--- config.mk ---
export PLATFORM = sky130hd
export DESIGN_NAME = reg_bank_bypass
export DESIGN_NICKNAME = d
export VERILOG_FILES = /design/src/rtl/reg_bank_bypass.sv
export SDC_FILE = /design/constraint.sdc
export NUM_CORES = 1
export LEC_CHECK = 0
export CAP_MARGIN = 20
export CORE_MARGIN = 2
export CORE_UTILIZATION = 36
export DETAILED_ROUTE_END_ITERATION = 12
export PLACE_DENSITY = 0.49
export SLEW_MARGIN = 20
export SYNTH_ARGS = -nofsm -noshare
export SYNTH_HDL_FRONTEND = slang
export SYNTH_SLANG_ARGS = --single-unit
--- constraint.sdc ---
create_clock -name clk -period 3.2 [get_ports clk]
set_input_delay 0.48 -clock clk [delete_from_list [all_inputs] [get_ports clk]]
set_output_delay 0.48 -clock clk [all_outputs]
set_load 0.03 [all_outputs]
--- src/rtl/reg_bank_bypass.sv ---
// reg_bank_bypass
//   A bank of DEPTH registers, each WIDTH bits wide. It has one byte-enabled
//   write port and two registered read ports. A read that hits the address
//   being written in the same cycle returns the post-write data.
//   Entry 0 can be hardwired to zero. A dirty mask records which entries were
//   written since the last dirty_clr.
//
// Ports
//   clk                 rising-edge clock
//   clr                 synchronous active-high reset (highest priority)
//   wen/waddr/wdata/wbe write port; wbe[i] covers wdata[8i+7:8i]
//   ren_a/raddr_a       read request, port A
//   rdata_a/rvalid_a    registered read data and one-cycle valid pulse, port A
//   ren_b/raddr_b       read request, port B
//   rdata_b/rvalid_b    registered read data and one-cycle valid pulse, port B
//   dirty_clr           clears the dirty mask (a same-cycle write still marks)
//   dirty               bit n set = entry n written since last clear
module reg_bank_bypass #(
  parameter int WIDTH    = 32,
  parameter int DEPTH    = 16,
  parameter int ZERO_REG = 1,
  localparam int ADDR_W  = $clog2(DEPTH)
) (
  input  logic                 clk,
  input  logic                 clr,
  input  logic                 wen,
  input  logic [ADDR_W-1:0]    waddr,
  input  logic [WIDTH-1:0]     wdata,
  input  logic [WIDTH/8-1:0]   wbe,
  input  logic                 ren_a,
  input  logic [ADDR_W-1:0]    raddr_a,
  output logic [WIDTH-1:0]     rdata_a,
  output logic                 rvalid_a,
  input  logic                 ren_b,
  input  logic [ADDR_W-1:0]    raddr_b,
  output logic [WIDTH-1:0]     rdata_b,
  output logic                 rvalid_b,
  input  logic                 dirty_clr,
  output logic [DEPTH-1:0]     dirty
);

  localparam int NBYTES = WIDTH / 8;
  // With a power-of-two depth every address is in range, so no compare is needed.
  localparam bit POW2 = (DEPTH == (1 << ADDR_W));

  logic [WIDTH-1:0] mem_reg [DEPTH];
  logic [DEPTH-1:0] dirty_reg;
  logic [DEPTH-1:0] dirty_next;

  logic             waddr_ok;
  logic             wr_eff;
  logic [WIDTH-1:0] wr_old;
  logic [WIDTH-1:0] wr_merged;
  logic [DEPTH-1:0] wr_onehot;

  generate
    if (POW2) begin : g_wpow2
      assign waddr_ok = 1'b1;
    end else begin : g_wnpow2
      assign waddr_ok = (waddr < ADDR_W'(DEPTH));
    end
  endgenerate

  // A write with no byte enables, to an out-of-range address, or to the
  // hardwired zero entry changes nothing, not even the dirty mask.
  assign wr_eff = wen && !clr && waddr_ok && (|wbe) &&
                  !((ZERO_REG != 0) && (waddr == '0));

  assign wr_old = waddr_ok ? mem_reg[waddr] : '0;

  // The post-write word is shared by the storage update and the read bypass,
  // so both always agree.
  generate
    for (genvar gi = 0; gi < NBYTES; gi++) begin : g_byte
      assign wr_merged[gi*8 +: 8] = wbe[gi] ? wdata[gi*8 +: 8] : wr_old[gi*8 +: 8];
    end
  endgenerate

  generate
    for (genvar gi = 0; gi < DEPTH; gi++) begin : g_sel
      assign wr_onehot[gi] = wr_eff && (waddr == ADDR_W'(gi));
    end
  endgenerate

  always_ff @(posedge clk) begin
    for (int i = 0; i < DEPTH; i++) begin
      if (clr) begin
        mem_reg[i] <= '0;
      end else if (wr_onehot[i]) begin
        mem_reg[i] <= wr_merged;
      end
    end
  end

  // dirty_clr with a same-cycle write leaves only the written bit set.
  always_comb begin
    dirty_next = dirty_reg | wr_onehot;
    if (clr) begin
      dirty_next = '0;
    end else if (dirty_clr) begin
      dirty_next = wr_onehot;
    end
  end

  always_ff @(posedge clk) begin
    dirty_reg <= dirty_next;
  end

  assign dirty = dirty_reg;

  // Both read ports are identical. Pack their inputs so that one generate
  // loop builds them.
  logic [1:0]        ren_p;
  logic [ADDR_W-1:0] raddr_p [2];

  assign ren_p      = {ren_b, ren_a};
  assign raddr_p[0] = raddr_a;
  assign raddr_p[1] = raddr_b;

  generate
    for (genvar gi = 0; gi < 2; gi++) begin : g_rd
      logic             raddr_ok;
      logic             rd_zero;
      logic [WIDTH-1:0] rd_word;
      logic [WIDTH-1:0] data_reg;
      logic             valid_reg;

      if (POW2) begin : g_rpow2
        assign raddr_ok = 1'b1;
      end else begin : g_rnpow2
        assign raddr_ok = (raddr_p[gi] < ADDR_W'(DEPTH));
      end

      assign rd_zero = !raddr_ok || ((ZERO_REG != 0) && (raddr_p[gi] == '0));
      assign rd_word = rd_zero ? '0 :
                       (wr_eff && (raddr_p[gi] == waddr)) ? wr_merged :
                       mem_reg[raddr_p[gi]];

      always_ff @(posedge clk) begin
        if (clr) begin
          data_reg  <= '0;
          valid_reg <= 1'b0;
        end else begin
          valid_reg <= ren_p[gi];
          if (ren_p[gi]) begin
            data_reg <= rd_word;
          end
        end
      end
    end
  endgenerate

  assign rdata_a  = g_rd[0].data_reg;
  assign rvalid_a = g_rd[0].valid_reg;
  assign rdata_b  = g_rd[1].data_reg;
  assign rvalid_b = g_rd[1].valid_reg;

endmodule

# ---- After elaboration in Yosys (flattened, before gate mapping)
# Memory sizes are Yosys's and may differ from the RTL's.
# Cells that the tools add are included.
dict set report totals {
  ff_bits 82
  latchBits 0
  mem_bits_rw 512
  romBits 0
  in_bits 54
  out_inout_bits 82
  wordCells 142
  memories 1
}
dict set report op_classes {
  n_addsub 0
  mul 0
  div_mod_pow 0
  magnitude_cmp 0
  n_eq_ne 17
  shift 0
  n_mux 75
  bitwise_logic 17
  reduce_logical 27
}
# memory depth word_bits rd rd_clocked_by_memory_dff wr line
set mem_list {}
lappend mem_list {mem_reg 16 32 3 0 16 46} ;# logic [WIDTH-1:0] mem_reg [DEPTH];
# operator count
set op_table {}
lappend op_table {{$mux W32} 20}
lappend op_table {{$mux W1} 50}
lappend op_table {{$eq A4 B4 Y1 const B} 8}
lappend op_table {{$mux W8} 4}
lappend op_table {{$logic_and A1 B1 Y1} 21}
lappend op_table {{$eq A4 B3 Y1 const B} 4}
lappend op_table {{$mux W16} 1}
lappend op_table {{$or A1 B1 Y1} 16}
lappend op_table {{$or A16 B16 Y16} 1}
lappend op_table {{$logic_not A4 Y1} 3}
lappend op_table {{$eq A4 B2 Y1 const B} 2}
lappend op_table {{$eq A4 B4 Y1} 2}
lappend op_table {{$eq A4 B1 Y1 const B} 1}
lappend op_table {{$reduce_or A4 Y1} 1}
lappend op_table {{$logic_not A1 Y1} 2}

# ---- Longest topological paths before layout
dict set report depth {
  depth_word 9
  ltp_mapped 11
  mapped_depth_nobuf 5
}

# ---- Worst setup path before layout
# OpenSTA, ideal clock, no wires.
dict set report synth_timing {
  path_type {in2reg}
  startpoint {input port waddr[1]}
  endpoint {memory mem_reg[14][0] (enable)}
  t_arrival_ns 2.515
  required_time_ns 2.806
  slack_ns 0.291
  cell_stages 8
  cell_sequence {buf_6 > buf_12 > buf_12 > buf_4 > nor2b_1 > clkbuf_1 > nand2_1 > nand2b_1}
}
# item line
set synth_rtl {}
lappend synth_rtl {{start, declared} 27} ;# input logic [ADDR_W-1:0] waddr,
lappend synth_rtl {{end, declared} 46}

==> results by group <==
Power and ir drop
  • Worst vdd rail ir drop: about 420 uV
  • Power density relative to cell area: between 500 and 600 nW/um^2
  • Power consumption: 20.75 mW
  • Pleak: 14.35 nW

Floorplanning
  • Die ar.: between 90000 and 100000 um^2
  • Row cnt: 110
  • CORE AREA: roughly 90000 um^2
  • Top Ports: 136
  • Die Ht: a little over 300 um
  • Die Wd: between 300 and 400 um
  • Initial Utilization: a little over a third

Hold path
  • Worst Hold Class: in -> reg

STA
  • Final Critical Period: approximately 2.6 ns
  • Worst Tran Pin Value: about 1.1 ns
  • Unrepaired setup endpoints after global routing: false
  • PnR worst setup slack: between 0.6 and 0.7 ns
  • Final hold viol count: 0
  • Final Cycle Share: between 80% and 90%
  • Setup TNS: 0 ns
  • Relative slew margins: 24.02%
  • F_max: between 0.3 and 0.4 GHz
  • Setup Viol. Count Final: 0
  • Hold WS: about 0.29 ns
  • Clock Skew: 0.02958 ns
  • Pins Over Slew Limit: 0

Worst setup path
  • CP Data Required Time: around 3.6 ns
  • Slowest CP cell: nor3_1
  • Max Fanout on Critical Path: 39
  • Cells along the critical path: buf_8 -> buf_12 -> buf_4 -> mux2i_1 -> o22ai_1 -> nor3_1 -> buf_4 -> o2bb2ai_1 -> buf_12 -> nor2_1
  • CP Capture Type: register
  • Crit path DAT: between 2 and 3 ns
  • Crit start category: primary input
  • Slowest stage delay, CP: around 0.43 ns
  • Crit Path Category: in -> reg

Placed design
  • Count of input and output buffers: ~140
  • Final HPWL DP: 91230 um
  • Gp weighted congestion: ~0.89
  • Place WS: approximately 0.047 ns

Cells and area
  • Layout filler cell count: just over 8k
  • Layout cell share with drive strength beyond 1: 24.27%
  • Syn-to-layout area delta: 22.05%
  • Finished Core Util: roughly 44%
  • Fin nets: 2772
  • ANT cells: 0
  • Max reg flops: between 500 and 600

Global route
  • Number of global-route vias before repair: between 20k and 30k
  • Grt total ovfl: 0
  • Pin count of the biggest net entering global routing: just under 50
  • First-pass GRT wire length: roughly 200000 um
  • GR Util All Layers: ~30%
  • Initial antenna violation count: 4

Route
  • Via Count: around 26k
  • Routed Antenna Nets: 0
  • # DRC: 0
  • Initial DRC Count: roughly 3.2k
  • Drt total wl: about 140000 um
  • Pre-antenna DRT Iters: 5
  • Vias per cell: about 6.5
  • Drt wl/cell: roughly 36 um

Clocking
  • Clock Tree Buf Depth: 3
  • CTS buffer count: 71
  • CTS tree: yes
  • Htree depth: 3
  • Register clock-pin slew on the reported worst setup and hold paths: about 0.060 ns
  • Cts repair resizes: 0
  • Hold buffers post-CTS: 0
  • Clk_lat worst skew: between 0.6 and 0.7 ns
  • Root Buffer Master: clkbuf_16
  • Postcts setup bufs: 0
  • CTS Sinks: 594

Synthesis
  • XOR/XNOR Fraction of Synth Area: 0.2150%
  • Async SR Flop Fraction: 0%
  • Post-synth top flop: edfxtp_1
  • Synth warnings: 0
  • Number of synthesized register bits: 594
  • Syn Std Cell Area: ~33000 um^2
  • Synth Instances: about 2.5k
  • Mean Syn Cell Area: around 13 um^2
  • Post-synth cell types: 44
  • EDFF count, synth: between 500 and 600
  • Seq/Total Area, Yosys: a little over half
  • Post-synthesis simple-gate area fraction: 10.06%
  • Mux share of post-synthesis cell area: 26.08%
  • Largest family of logic cells by synthesized area: multiplexers
  • Synth Area in Compound Gates: roughly 8.0%
  • Synth Area in Adders: 0%

Status
  • Outcome: finished, final reports clean

Flow run
  • Max-cap violations: 0
[final timing paths]
check	end	startpoint	slack, ns	depth (start not counted)
min	mem_reg[0][1]	clr	0.29	1
max reg2reg	mem_reg[5][3]	mem_reg[0][3]	0.79	5
max	mem_reg[11][14]	waddr[1]	0.63	10
min reg2reg	dirty[15]	dirty[15]	0.44	2
[worst max-delay path: cells and delay by family]
kind / cells / cell delay (ns)
compound gates: 2 / 0.33
mux: 1 / 0.26
simple gates: 2 / 0.48
buf+inv: 5 / 1.28
[cell type report]
class,instances,area (um^2),share of cell area [%]
clock buffer,94,1966,4.942
clock inverter,34,386.6,0.9721
inverter,4,15.01,0.03775
multi-input combinational,1677,14700,36.95
sequential,594,17020,42.78
tap,1176,1471,3.700
timing repair buffer,370,4222,10.61
[synthesized netlist by cell type, types with 3 or more instances]
master | number | area [um^2]
nor2_1 | 517 | 1941
edfxtp_1 | 512 | 15370
mux4_2 | 266 | 5991
mux2i_1 | 240 | 2402
nand2_1 | 154 | 578.1
clkbuf_1 | 147 | 551.8
o221ai_1 | 104 | 910.9
dfxtp_1 | 82 | 1642
buf_2 | 62 | 310.3
o22ai_1 | 62 | 387.9
o22a_1 | 52 | 455.4
nor3_1 | 39 | 195.2
o2bb2ai_1 | 38 | 332.8
o21ai_0 | 33 | 165.2
buf_1 | 30 | 112.6
nand2b_1 | 25 | 156.4
o2111ai_1 | 19 | 166.4
nor4_1 | 17 | 106.4
nand3_1 | 13 | 65.06
buf_4 | 10 | 75.07
or2_2 | 9 | 56.30
xnor2_1 | 8 | 70.07
a221oi_1 | 7 | 61.31
a22o_1 | 6 | 52.55
nor2b_1 | 6 | 37.54
mux4_1 | 4 | 105.1
nand3b_1 | 4 | 30.03
and2_1 | 3 | 18.77
or3b_2 | 3 | 26.28
or4_1 | 3 | 22.52
[metal layers]
metal  up-vias  share of wire [%]  GRT usage [%]
met5         -              0.022              0
li1      10210                  -              -
met2      1835                 45          46.90
met1     13290                 39          40.51
met4         4                4.9          14.17
met3       401                 11          6.981
[logic make-up after synthesis]
group           count (synthesis)
buf+inv                       257
xor+xnor                        8
compound gates                328
mux                           510
simple gates                  799
other cells                     1
flops                         594
[through the flow]
step                      cell area, um^2  instances
after global placement              37420       3821
after floorplan                     32700       2528
after global routing                39770       3949
final                               39770       3949
after detailed placement            37420       3821
after CTS                           39770       3949
[cell usage in the layout (no fill, tap or decap), types with 19 or more instances in the layout]
cell type        instances
buf_12                  89
mux2i_1                240
o2111ai_1               19
o22ai_1                 62
buf_4                  151
o221ai_1               104
edfxtp_1               512
nor2_1                 515
o2bb2ai_1               38
mux4_2                 266
nand2_1                137
o21ai_0                 33
clkbuf_16               73
nor3_1                  39
clkdlybuf4s50_1        124
dfxtp_1                 82
conb_1                  32
o22a_1                  52
[where the power goes]
group	switching (mW)	internal (mW)
clock network	3.40	4.97
registers	0.287	8.77
logic	1.94	1.37
total	5.63	15.1
Note: power is estimated with default switching activity, not from simulation.
